## config.mk

```make
export PLATFORM = sky130hd
export DESIGN_NAME = module_fifo_datos_uart
export DESIGN_NICKNAME = d
export VERILOG_FILES = /design/src/rtl/module_fifo_datos_uart.sv
export SDC_FILE = /design/constraint.sdc
export NUM_CORES = 1
export LEC_CHECK = 0
export BUFFER_PORTS_ARGS = -buffer_cell sky130_fd_sc_hd__buf_2
export CORE_MARGIN = 2
export CORE_UTILIZATION = 45
export DETAILED_ROUTE_END_ITERATION = 10
export GPL_TIMING_DRIVEN = 0
export PLACE_DENSITY = 0.6
export SLEW_MARGIN = 15
export SYNTH_ARGS = -nofsm -noshare
export SYNTH_HDL_FRONTEND = slang
export SYNTH_SLANG_ARGS = --single-unit
export TNS_END_PERCENT = 5
```

## constraint.sdc

```tcl
create_clock -name clk_i -period 4.1 [get_ports clk_i]
set_clock_uncertainty 0.2 [all_clocks]
set_input_delay 0.82 -clock clk_i [delete_from_list [all_inputs] [get_ports clk_i]]
set_output_delay 0.82 -clock clk_i [all_outputs]
set_load 0.1 [all_outputs]
```

## src/rtl/module_fifo_datos_uart.sv

```systemverilog
// ============================================================================
// Module      : module_fifo_datos_uart
// Description : UART TX data FIFO. Bus writes push characters and the TX FSM
//               pops them over valid/ready. Reports level, full and sticky
//               overflow, and supports a synchronous flush.
//               Optional macro UART_FIFO_ALMOST_FULL_EN adds almost_full_o.
// Revision    : 1.0 - initial release
// ============================================================================
`default_nettype none

module module_fifo_datos_uart #(
  parameter int BUS_W  = 32,
  parameter int DATA_W = 8,
  parameter int DEPTH  = 16,
  parameter int AF_TH  = 12
) (
  input  logic                       clk_i,
  input  logic                       rst_n_i,
  input  logic                       we_i,
  input  logic [BUS_W-1:0]           data_i,
  input  logic                       flush_i,
  input  logic                       clr_ovf_i,
  output logic [DATA_W-1:0]          data_o,
  output logic                       valid_o,
  input  logic                       ready_i,
  output logic                       full_o,
  output logic [$clog2(DEPTH):0]     level_o,
  output logic                       overflow_o
`ifdef UART_FIFO_ALMOST_FULL_EN
  ,
  output logic                       almost_full_o
`endif
);

  localparam int AW = $clog2(DEPTH);
  localparam int LW = AW + 1;

  logic [DATA_W-1:0] mem [DEPTH];
  logic [AW-1:0]     rd_ptr;
  logic [AW-1:0]     wr_ptr;
  logic [LW-1:0]     level;
  logic              overflow;

  logic empty;
  logic full;
  logic pop;
  logic push;
  logic ovf_set;

  assign empty = (level == '0);
  assign full  = (level == LW'(DEPTH));
  assign pop   = !empty && ready_i;
  // A pop in the same cycle frees the slot, so a full FIFO still accepts the push.
  assign push  = we_i && (!full || pop);
  assign ovf_set = we_i && full && !pop && !flush_i;

  // Storage is intentionally left out of reset; data_o is masked while empty.
  always_ff @(posedge clk_i) begin
    if (push && !flush_i) begin
      mem[wr_ptr] <= data_i[DATA_W-1:0];
    end
  end

  always_ff @(posedge clk_i or negedge rst_n_i) begin
    if (!rst_n_i) begin
      rd_ptr   <= '0;
      wr_ptr   <= '0;
      level    <= '0;
      overflow <= 1'b0;
    end else begin
      if (flush_i) begin
        rd_ptr <= '0;
        wr_ptr <= '0;
        level  <= '0;
      end else begin
        if (push) wr_ptr <= wr_ptr + 1'b1;
        if (pop)  rd_ptr <= rd_ptr + 1'b1;
        if (push && !pop)      level <= level + 1'b1;
        else if (pop && !push) level <= level - 1'b1;
      end
      if (ovf_set)        overflow <= 1'b1;
      else if (clr_ovf_i) overflow <= 1'b0;
    end
  end

  assign data_o     = empty ? '0 : mem[rd_ptr];
  assign valid_o    = !empty;
  assign full_o     = full;
  assign level_o    = level;
  assign overflow_o = overflow;

`ifdef UART_FIFO_ALMOST_FULL_EN
  always_ff @(posedge clk_i or negedge rst_n_i) begin
    if (!rst_n_i) begin
      almost_full_o <= 1'b0;
    end else begin
      almost_full_o <= (level >= LW'(AF_TH));
    end
  end
`else
  wire [31:0] unused_af_th = AF_TH;
`endif

  generate
    if (BUS_W > DATA_W) begin : g_unused_hi
      wire unused_hi = &{1'b0, data_i[BUS_W-1:DATA_W]};
    end
  endgenerate

endmodule

`default_nettype wire

```

Word level (Yosys, flattened, before mapping) --
Memories as Yosys holds them, arrays and structs flattened. Cells that the tools add are included.
Operators by class: add/subtract/negate cells 4, $mul 0, div/mod/pow operators 0, magnitude comparators 0, eq/ne operators 1, shift operators 0, mux-type cells 12, bitwise logic cells 0, reductions and logical operators 19
Operators by type and width (number):
- 4-bit 2-to-1 mux | 4
- 5-bit 2-to-1 mux | 3
- 4-bit by 1-bit adder with 4-bit output, second input constant | 2
- 1-bit logical AND | 8
- 8-bit 2-to-1 mux | 1
- 2-bit nonzero test | 3
- 5-bit by 1-bit adder with 5-bit output, second input constant | 1
- 5-bit equality test, second input constant | 1
- 1-bit logical NOT | 5
- 5-bit logical NOT | 1
- 5-bit by 1-bit subtractor with 5-bit output, second input constant | 1
- 1-bit 2-to-1 mux | 4
- 3-bit nonzero test | 1
- 1-bit logical OR | 1
Storage, ports and cells: register bits after elaboration 14, latch bits 0, bits in writable memories 128, bits in read-only memories 0, input bits 38, output and inout bits 16, logic and storage cells 41, memories kept 1
Memory list:
- mem | depth 16, bits a word 8, read ports 1, clocked after Yosys merged registers in 0, wr ports 1, RTL line 38 | logic [DATA_W-1:0] mem [DEPTH];

Depth between registers and ports, before layout --
Gate-level depths: netlist of run 1.
depth in word-level cells 10, mapped depth 9, mapped depth without buffers 8

Worst setup path after synthesis of run 1 --
Ideal clock, no wire load.
path kind register to output, start point register rd_ptr[1], end point output port data_o[6], arrival 3679 ps, required time 3080 ps, slack -599 ps, stages on the path, launching flop included 7, path buffers 3, cells stage by stage dfrtp_1 -> buf_2 -> buf_1 -> buf_2 -> mux4_2 -> mux2i_1 -> a211oi_1
On the way: cells in the longest elaborated chain, start to end 2
Ends and longest elaborated chain:
- start, declared | RTL line 39 | logic [AW-1:0] rd_ptr;
- start signal, assigned | RTL line 77 | if (pop) rd_ptr <= rd_ptr + 1'b1;
- memory 16 x 8 bit
- 8-bit 2-to-1 mux | RTL line 86 | assign data_o = empty ? '0 : mem[rd_ptr];
- end, declared | RTL line 23 | output logic [DATA_W-1:0] data_o,
Every way passes these cells.

Worst setup path after layout of run 1 --
start point register rd_ptr[1], end point output port data_o[5]
The elaborated chain is that of the path after synthesis.

==> run_results.csv, run 1 <==
group,metric,value,unit
cells_and_area,multi_input_area,1640,sq um
floorplanning,io_pins,54,
pwr,p_int,2.81,mW
place,hpwlAfterDp,7850,um
worst_hold_path,min_path_type,"input port to async pin",
pwr,power,4.39,mW
logic_synthesis,synth_seq_cells,142,
pwr,ir_worst_vdd,0.289,mV
setup_path,worstSetupEndpointType,"output port",
clocking,clk_latency,0.41,ns
floorplanning,die_w,119,um
floorplanning,row_count,41,
cells_and_area,fillCellCount,1047,
grt,antenna_found_initial,0,
clocking,cts_htree_levels,4,
clocking,path_clk_slew,0.06,ns
routing,wirelength,11800,um
pwr,p_sw_share,35.9,%
grt,grt_max_degree,17,
timing,worst_slack,0.175,ns
floorplanning,die_y,119,um
pwr,p_sw,1.57,mW
clocking,cts_setup_buffers,0,
logic_synthesis,synth_area,5920,sq um
timing,final_max_slew_viol_count,0,
run,maxCapViolations,0,
floorplanning,start_util,46.5,%
setup_path,startpoint_type,"flop",
grt,first_global_vias,3136,
setup_path,cpMostUsedCell,"buf_2",
timing,relSlewSlack,39.9,%
routing,viasPerCell,5.48,
place,portBuffers,28,
logic_synthesis,syn_nets,372,
timing,finalHoldViolations,0,
place,dpl_worst_slack,0.374,ns
cells_and_area,areaGrowthSynthToFinish,15.4,%
timing,period_minus_slack,3.92,ns
setup_path,crit_fanout,10,
routing,postRouteAntennaNets,0,
floorplanning,floorplan.die_area,14100,sq um
grt,grt_first_pass_wirelength,18200,um
cells_and_area,drive_gt1_share,27.9,%
setup_path,cp_top_family,"buffers and inverters",
floorplanning,core_area,12700,sq um
timing,rsz0062_at_grt,"false",
grt,grt-ovfl-total,0,
cells_and_area,layout_commonest_cell,"edfxtp_1",
cells_and_area,nNetsFinal,419,
cells_and_area,antennaDiodeCount,0,
logic_synthesis,yosysUniqueCellTypes,38,
clocking,clock_sinks,142,
logic_synthesis,yosysSeqAreaShare,70.8,%
setup_path,critPathMaxStageDelay,0.59,ns
setup_path,crit_required,3.08,ns
routing,drc,0,
setup_path,path_class,"flop to output port",
pwr,leakage,2.30,nW
setup_path,cp.arrival,2.90,ns
logic_synthesis,synth_cells,324,
clocking,cts_tree,"done",
clocking,holdBufCountCts,0,
pwr,p_per_area,642,nW/um^2
pwr,p_clk_share,31.3,%
routing,drt_pass1_iterations,4,
timing,timing.final.crit_share,95.7,%
setup_path,path_cells,"buf_2, buf_2, mux4_2, nor2b_1, a211oi_1, a211oi_1, buf_2",
cells_and_area,layout_common_cells,"128 x edfxtp_1, 37 x buf_2, 32 x mux4_2, 24 x nor2_1, 17 x clkbuf_16",
setup_path,cp_slowest_cell,"mux4_2",
timing,max_slew.worst_pin.slew,0.899,ns
logic_synthesis,ys_warn_count,0,
clocking,root_buffer,"clkbuf_16",
routing,drt-wirelength-per-cell,21.3,um
cells_and_area,seqCellArea,4190,sq um
timing,fmax,255,MHz
grt,grtUsageTotal,18.1,%
outcome,status,"completed",
setup_path,crit_buf_inv,3,
pwr,share_comb_of_total_power,30.9,%
routing,via_count,3049,
clocking,cts_made_buffers,17,
place,gp_congestion,0.775,
logic_synthesis,avgSynthCellArea,18.3,sq um
routing,drtIter0Drc,274,
setup_path,rrSetupSlack,0.97,ns
timing,setup-violations-final,0,
clocking,clk_path_buf_depth,2,
pwr,seqPwrFrac,37.8,%
[power by group through the flow]
stage / Sequential [mW] / Combinational [mW] / Clock [mW]
after detailed placement: 1.69 / 1.36 / 0
after floorplan: 1.82 / 0.967 / 0
final: 1.66 / 1.35 / 1.37
after CTS: 1.66 / 1.37 / 1.40
after global placement: 1.68 / 1.35 / 0
after global routing: 1.67 / 1.44 / 1.46
[flip-flops by register name (all words and copies together) (netlist names)]
name,flops
level_o,5
overflow_o,1
wr_ptr,4
rd_ptr,4
mem,128
[worst reg2reg max path, cell delays in order, from the launching register on]
cell,delay [ns]
dfrtp_1,0.44
or4_1,0.56
buf_6,0.17
o21ai_2,0.25
nand2_1,0.21
ha_1,0.38
a21oi_1,0.24
a21oi_1,0.12
a311o_1,0.33
a31oi_1,0.16
[layout make-up]
type                    count  area share (%)
plain buffers              19            1.34
inverters                   6           0.329
clock buffers              19            6.33
flip-flops and latches    142            61.3
repair buffers             28            2.05
well taps                 172            3.15
clock inverters            13            1.45
multi-input cells         157            24.0
[per-layer routing]
| layer | vias up | global-route usage, % | share of wire (%) |
|---|---|---|---|
| met5 | - | 0 | 0 |
| met4 | 0 | 7.51 | 1.5 |
| met3 | 13 | 5.02 | 5.7 |
| met2 | 79 | 28.9 | 49 |
| met1 | 1566 | 23.5 | 44 |
| li1 | 1391 | - | - |
[path summary, 6_finish.rpt]
check	startpoint	end	depth (start not counted)
worst max register to register	level_o[1]	level_o[4]	9
worst max-delay path	rd_ptr[1]	data_o[5]	7
worst min-delay path	rst_n_i	wr_ptr[1]	1
worst min register to register	overflow_o	overflow_o	2
max in group asynchronous	rst_n_i	rd_ptr[3]	1
min in group clk_i	overflow_o	overflow_o	2
[cell usage after synthesis]
cell / instances / share of area (%)
a211oi_1: 16 / 2.0
a21boi_1: 1 / 0.13
a21oi_1: 5 / 0.42
a221o_1: 1 / 0.17
a311o_1: 1 / 0.17
a31oi_1: 1 / 0.11
and3_1: 3 / 0.32
buf_1: 2 / 0.13
buf_2: 8 / 0.68
buf_6: 1 / 0.19
clkbuf_1: 8 / 0.51
dfrtp_1: 14 / 5.9
edfxtp_1: 128 / 65
fa_1: 1 / 0.34
ha_1: 9 / 1.9
inv_1: 5 / 0.32
inv_2: 1 / 0.063
mux2_1: 3 / 0.57
mux2_2: 1 / 0.19
mux2i_1: 11 / 1.9
mux4_2: 32 / 12
nand2_1: 7 / 0.44
nand2b_1: 5 / 0.53
nand3_1: 2 / 0.17
nand4b_1: 1 / 0.15
nor2_1: 24 / 1.5
nor2_8: 1 / 0.34
nor2b_1: 11 / 1.2
nor3_1: 4 / 0.34
nor4_1: 1 / 0.11
o211ai_1: 4 / 0.51
o21ai_0: 1 / 0.084
o21ai_2: 1 / 0.15
o21bai_1: 1 / 0.13
o32ai_1: 1 / 0.15
or4_1: 1 / 0.13
xnor2_1: 2 / 0.30
xor2_1: 5 / 0.74
[stage by stage]
stage / hold slack, ns / instances / area (sq um) / setup TNS [ns] / util (%)
after floorplan: 0.324 / 324 / 5930 / -4.17 / -
after global placement: 0.326 / 524 / 6280 / 0 / 49.4
after detailed placement: 0.334 / 524 / 6300 / 0 / 49.5
after CTS: 0.103 / 556 / 6840 / 0 / 53.7
after global routing: 0.112 / 556 / 6840 / 0 / 53.7
final: 0.103 / 556 / 6840 / 0 / 53.7
[repair_timing]
action / CTS / global route
gates resized for setup: 1 / 2
gates cloned: 0 / 0
endpoints found under the setup margin: 6 / 4
[logic make-up (layout without fill, tap and decap cells)]
group,Yosys count,count (layout),share of synthesized area (%)
compound gates,33,33,4.04
fa+ha+maj,10,10,2.24
buf+inv,25,85,1.88
xor+xnor,7,7,1.04
simple gates,60,60,5.20
mux,47,47,14.8
flops,142,142,70.8
(Power assumes the default switching activity.)
==> run 2: changes to the inputs <==
--- a/config.mk
+++ b/config.mk
@@ -11,6 +11,7 @@
 export DETAILED_ROUTE_END_ITERATION = 10
 export GPL_TIMING_DRIVEN = 0
 export PLACE_DENSITY = 0.6
+export SKIP_CTS_REPAIR_TIMING = 1
 export SLEW_MARGIN = 15
 export SYNTH_ARGS = -nofsm -noshare
 export SYNTH_HDL_FRONTEND = slang
==> constraint.sdc (replaced) <==
create_clock -name clk_i -period 4.15 [get_ports clk_i]
set_clock_uncertainty 0.2 [all_clocks]
set_input_delay 0.83 -clock clk_i [delete_from_list [all_inputs] [get_ports clk_i]]
set_output_delay 0.83 -clock clk_i [all_outputs]
set_load 0.1 [all_outputs]
==> run 2 against run 1 <==
Register-to-register slack gained 0.04 ns. Flip-flop and latch count unchanged. Wire length hardly changed. Non-clock buffer count unchanged. Final cell count unchanged. Largest power group unchanged. Setup slack better by 0.042 ns. Critical endpoint unchanged. Count of clock-buffer cells in the layout is the same. First-iteration DRC count unchanged. Design area unchanged. Sequential power about the same. Critical path depth unchanged.
==> run_results.csv, run 2 (synthesis gave the netlist of run 1 again) <==
group,metric,value,unit
outcome,status,"completed",
clocking,root_buffer,"clkbuf_16",
routing,drt-wirelength-per-cell,21.3,um
routing,postRouteAntennaNets,0,
pwr,ir_worst_vdd,0.286,mV
pwr,p_sw_share,35.9,%
place,gp_congestion,0.775,
timing,fmax,254,MHz
clocking,cts_tree,"done",
timing,finalHoldViolations,0,
pwr,p_int,2.78,mW
setup_path,r2r_end,"level_o[4]",
setup_path,worstSetupEndpointType,"output port",
routing,drc,0,
clocking,cts_made_buffers,17,
floorplanning,row_count,41,
grt,grt_max_degree,17,
timing,period_minus_slack,3.93,ns
floorplanning,die_y,119,um
setup_path,r2r-start,"level_o[1]",
timing,max_slew.worst_pin.slew,0.904,ns
floorplanning,die_w,119,um
timing,relSlewSlack,39.5,%
floorplanning,io_pins,54,
setup_path,cp-endpoint,"data_o[5]",
setup_path,reg2regPathDepth,9,
setup_path,rrSetupSlack,1.01,ns
cells_and_area,antennaDiodeCount,0,
place,portBuffers,28,
timing,timing.final.crit_share,94.8,%
clocking,path_clk_slew,0.06,ns
cells_and_area,areaGrowthSynthToFinish,15.4,%
grt,first_global_vias,3136,
run,maxCapViolations,0,
setup_path,path_class,"flop to output port",
clocking,clk_path_buf_depth,2,
timing,setup-violations-final,0,
setup_path,crit_required,3.12,ns
clocking,cts_htree_levels,4,
cells_and_area,top_register,"mem",
worst_hold_path,min_path_type,"input port to async pin",
place,place_inst,524,
cells_and_area,layout_commonest_cell,"edfxtp_1",
place,hpwlAfterDp,7850,um
timing,rsz0062_at_grt,"false",
setup_path,crit_fanout,10,
pwr,p_clk_share,31.3,%
routing,viasPerCell,5.48,
pwr,leakage,2.30,nW
place,dpl_worst_slack,0.414,ns
routing,drtIter0Drc,274,
grt,grt-ovfl-total,0,
timing,worst_slack,0.217,ns
setup_path,cp.arrival,2.90,ns
pwr,p_per_area,634,nW/um^2
grt,grtUsageTotal,18.1,%
clocking,clk_latency,0.41,ns
timing,setup_tns,0,ns
cells_and_area,nNetsFinal,419,
timing,final_max_slew_viol_count,0,
floorplanning,start_util,46.5,%
cells_and_area,drive_gt1_share,27.9,%
pwr,seqPwrFrac,37.8,%
cells_and_area,layout_common_cells,"128 x edfxtp_1, 36 x buf_2, 32 x mux4_2, 24 x nor2_1, 17 x clkbuf_16",
routing,wirelength,11800,um
routing,via_count,3049,
grt,antenna_found_initial,0,
setup_path,startpoint_type,"flop",
cells_and_area,fin_cells,556,
cells_and_area,utilization,53.7,%
routing,drt_pass1_iterations,4,
floorplanning,floorplan.die_area,14100,sq um
setup_path,crit_path_start,"rd_ptr[1]",
clocking,clock_sinks,142,
pwr,p_sw,1.56,mW
pwr,share_comb_of_total_power,30.9,%
timing,whs,0.114,ns
floorplanning,core_area,12700,sq um
grt,grt_first_pass_wirelength,18200,um
cells_and_area,largest_reg_flops,128,
[run 2: through the flow]
step | area (sq um) | power, mW
6_report | 6840 | 4.33
5_1_grt | 6840 | 4.50
4_1_cts | 6830 | 4.37
3_5_place_dp | 6300 | 3.01
3_3_place_gp | 6280 | 3.00
2_1_floorplan | 5930 | 2.75
[run 2: worst min-delay path by stage]
stage / start / end / cells after the start
after floorplan: rst_n_i / level_o[0] / 0
after global placement: overflow_o / overflow_o / 2
after detailed placement: overflow_o / overflow_o / 2
after CTS: rst_n_i / overflow_o / 1
after global routing: rst_n_i / wr_ptr[1] / 1
final: rst_n_i / wr_ptr[1] / 1
[run 2: metal layers]
layer | global-route usage (%) | vias to the layer above | wire (um)
li1 | - | 1391 | -
met4 | 7.51 | 0 | 195
met5 | 0 | - | 0
met1 | 23.5 | 1558 | 5130
met3 | 5.02 | 15 | 707
met2 | 28.9 | 85 | 5800
[run 2: worst max-delay path: stages (launching register included)]
cell,delay [ns]
dfrtp_1,0.33
buf_2,0.25
buf_2,0.40
mux4_2,0.59
nor2b_1,0.15
a211oi_1,0.32
a211oi_1,0.11
buf_2,0.33
[run 2: power by group through the flow]
stage	Combinational [mW]	Clock, mW	Sequential (mW)
5_1_grt	1.42	1.44	1.65
4_1_cts	1.35	1.38	1.64
6_report	1.34	1.36	1.64
3_5_place_dp	1.35	0	1.67
2_1_floorplan	0.955	0	1.80
3_3_place_gp	1.34	0	1.66
[run 2: cell type report]
| cell class | instances | area [sq um] |
|---|---|---|
| multi-input combinational | 157 | 1640 |
| sequential | 142 | 4190 |
| fill | 1047 | 5890 |
| clock buffer | 19 | 433 |
| inverter | 6 | 22.5 |
| timing repair buffer | 28 | 140 |
| tap | 172 | 215 |
| clock inverter | 13 | 98.8 |
| buffer | 19 | 91.3 |
==> run 3: changes to the inputs <==
--- a/config.mk
+++ b/config.mk
@@ -8,6 +8,7 @@
 export BUFFER_PORTS_ARGS = -buffer_cell sky130_fd_sc_hd__buf_2
 export CORE_MARGIN = 2
 export CORE_UTILIZATION = 45
+export CTS_BUF_LIST = sky130_fd_sc_hd__clkbuf_16
 export DETAILED_ROUTE_END_ITERATION = 10
 export GPL_TIMING_DRIVEN = 0
 export PLACE_DENSITY = 0.6
==> run 3 against run 2 <==
Count of clock-buffer cells in the layout down 2. Non-clock buffer count stayed put. Highest routed layer unchanged. Sequential power about the same. Critical path depth unchanged. Setup slack gained 0.0033 ns. Wire length is 0.13% lower. Design area did not move. Via count is essentially flat. Hold slack better by 0.00055 ns. Global-route usage is the same. Critical endpoint unchanged.
==> run_results.csv, run 3 (synthesis gave the netlist of run 1 again) <==
group,metric,value,unit
clocking,cts_htree_levels,4,
timing,period_minus_slack,3.93,ns
timing,finalHoldViolations,0,
cells_and_area,fin_cells,556,
setup_path,r2r-start,"level_o[1]",
pwr,seqPwrFrac,37.8,%
timing,setup_tns,0,ns
cells_and_area,layout_commonest_cell,"edfxtp_1",
cells_and_area,fillCellCount,1047,
clocking,cts_made_buffers,17,
cells_and_area,largest_reg_flops,128,
place,dpl_worst_slack,0.414,ns
cells_and_area,layout_common_cells,"128 x edfxtp_1, 36 x buf_2, 32 x mux4_2, 24 x nor2_1, 17 x clkbuf_16",
routing,drtIter0Drc,267,
routing,drt_pass1_iterations,4,
clocking,clk_latency,0.41,ns
grt,first_global_vias,3136,
clocking,root_buffer,"clkbuf_16",
setup_path,path_cells,"buf_2, buf_2, mux4_2, nor2b_1, a211oi_1, a211oi_1, buf_2",
setup_path,cp_top_family,"buffers and inverters",
setup_path,crit_path_start,"rd_ptr[1]",
timing,rsz0062_at_grt,"false",
routing,via_count,3047,
cells_and_area,seqCellArea,4190,sq um
pwr,share_comb_of_total_power,30.9,%
clocking,path_clk_slew,0.06,ns
timing,timing.final.crit_share,94.7,%
grt,antenna_found_initial,0,
floorplanning,start_util,46.5,%
floorplanning,core_area,12700,sq um
timing,whs,0.114,ns
cells_and_area,design_area,6840,sq um
setup_path,path_class,"flop to output port",
timing,final_max_slew_viol_count,0,
timing,relSlewSlack,39.5,%
run,maxCapViolations,0,
setup_path,crit_required,3.12,ns
timing,max_slew.worst_pin.slew,0.904,ns
clocking,clock_sinks,142,
cells_and_area,top_register,"mem",
routing,drt-wirelength-per-cell,21.3,um
place,place_inst,524,
routing,wirelength,11800,um
timing,setup-violations-final,0,
outcome,status,"completed",
routing,drc,0,
timing,fmax,254,MHz
setup_path,worstSetupEndpointType,"output port",
cells_and_area,multi_input_area,1640,sq um
pwr,ir_worst_vdd,0.286,mV
routing,postRouteAntennaNets,0,
setup_path,startpoint_type,"flop",
clocking,clk_path_buf_depth,2,
timing,worst_slack,0.220,ns
setup_path,crit_fanout,10,
floorplanning,die_w,119,um
pwr,p_per_area,633,nW/um^2
place,place_area,6300,sq um
floorplanning,die_y,119,um
cells_and_area,nNetsFinal,419,
floorplanning,floorplan.die_area,14100,sq um
grt,grt-ovfl-total,0,
cells_and_area,drive_gt1_share,27.9,%
setup_path,cp.arrival,2.90,ns
place,gp_congestion,0.775,
floorplanning,io_pins,54,
pwr,p_int,2.77,mW
setup_path,crit_buf_inv,3,
pwr,p_clk_share,31.3,%
clocking,cts_tree,"done",
pwr,power,4.33,mW
place,hpwlAfterDp,7850,um
pwr,p_sw,1.56,mW
floorplanning,row_count,41,
cells_and_area,antennaDiodeCount,0,
setup_path,cpMostUsedCell,"buf_2",
setup_path,critPathMaxStageDelay,0.59,ns
grt,grt_max_degree,17,
pwr,p_sw_share,35.9,%
grt,grtUsageTotal,18.1,%
routing,viasPerCell,5.48,
cells_and_area,areaGrowthSynthToFinish,15.4,%
setup_path,cp_slowest_cell,"mux4_2",
place,portBuffers,28,
worst_hold_path,min_path_type,"input port to async pin",
cells_and_area,utilization,53.7,%
grt,grt_first_pass_wirelength,18200,um
pwr,leakage,2.30,nW
[run 3: cell types whose count changed in the layout (fill, tap and decap cells not counted), sizes merged]
cell and delta:
inv +2, clkbuf -2
[run 3: area by class of cell]
cell class	count	area share (%)
Clock inverter	15	1.56
Multi-Input combinational cell	157	24.0
Tap cell	172	3.15
Clock buffer	17	6.22
Inverter	6	0.329
Timing Repair Buffer	28	2.05
Sequential cell	142	61.3
Buffer	19	1.34
[run 3: final timing paths]
kind	end	slack (ns)	depth (start not counted)
min in group clk_i	overflow_o	0.33	2
worst max register to register	level_o[4]	1.01	9
worst max-delay path	data_o[5]	0.22	7
max in group asynchronous	rd_ptr[3]	3.38	1
worst min-delay path	wr_ptr[1]	0.11	1
worst min register to register	overflow_o	0.33	2
[run 3: worst reg2reg max path, stage by stage (launching register included)]
cell and delay, ns:
dfrtp_1 0.44, or4_1 0.56, buf_6 0.17, o21ai_2 0.25
nand2_1 0.21, ha_1 0.38, a21oi_1 0.24, a21oi_1 0.12
a311o_1 0.33, a31oi_1 0.16
[run 3: routing by layer]
layer / up-vias / part of all wire [%] / track usage (%)
met3: 13 / 5.6 / 5.02
met2: 77 / 49 / 28.9
li1: 1392 / - / -
met4: 0 / 1.5 / 7.51
met5: - / 0 / 0
met1: 1565 / 44 / 23.5
[run 3: power groups by stage]
stage               combinational, mW  clock (mW)  sequential (mW)
global placement                 1.34           0             1.66
finish                           1.34        1.35             1.64
detailed placement               1.35           0             1.67
floorplan                       0.955           0             1.80
CTS                              1.35        1.38             1.64
global route                     1.42        1.44             1.65
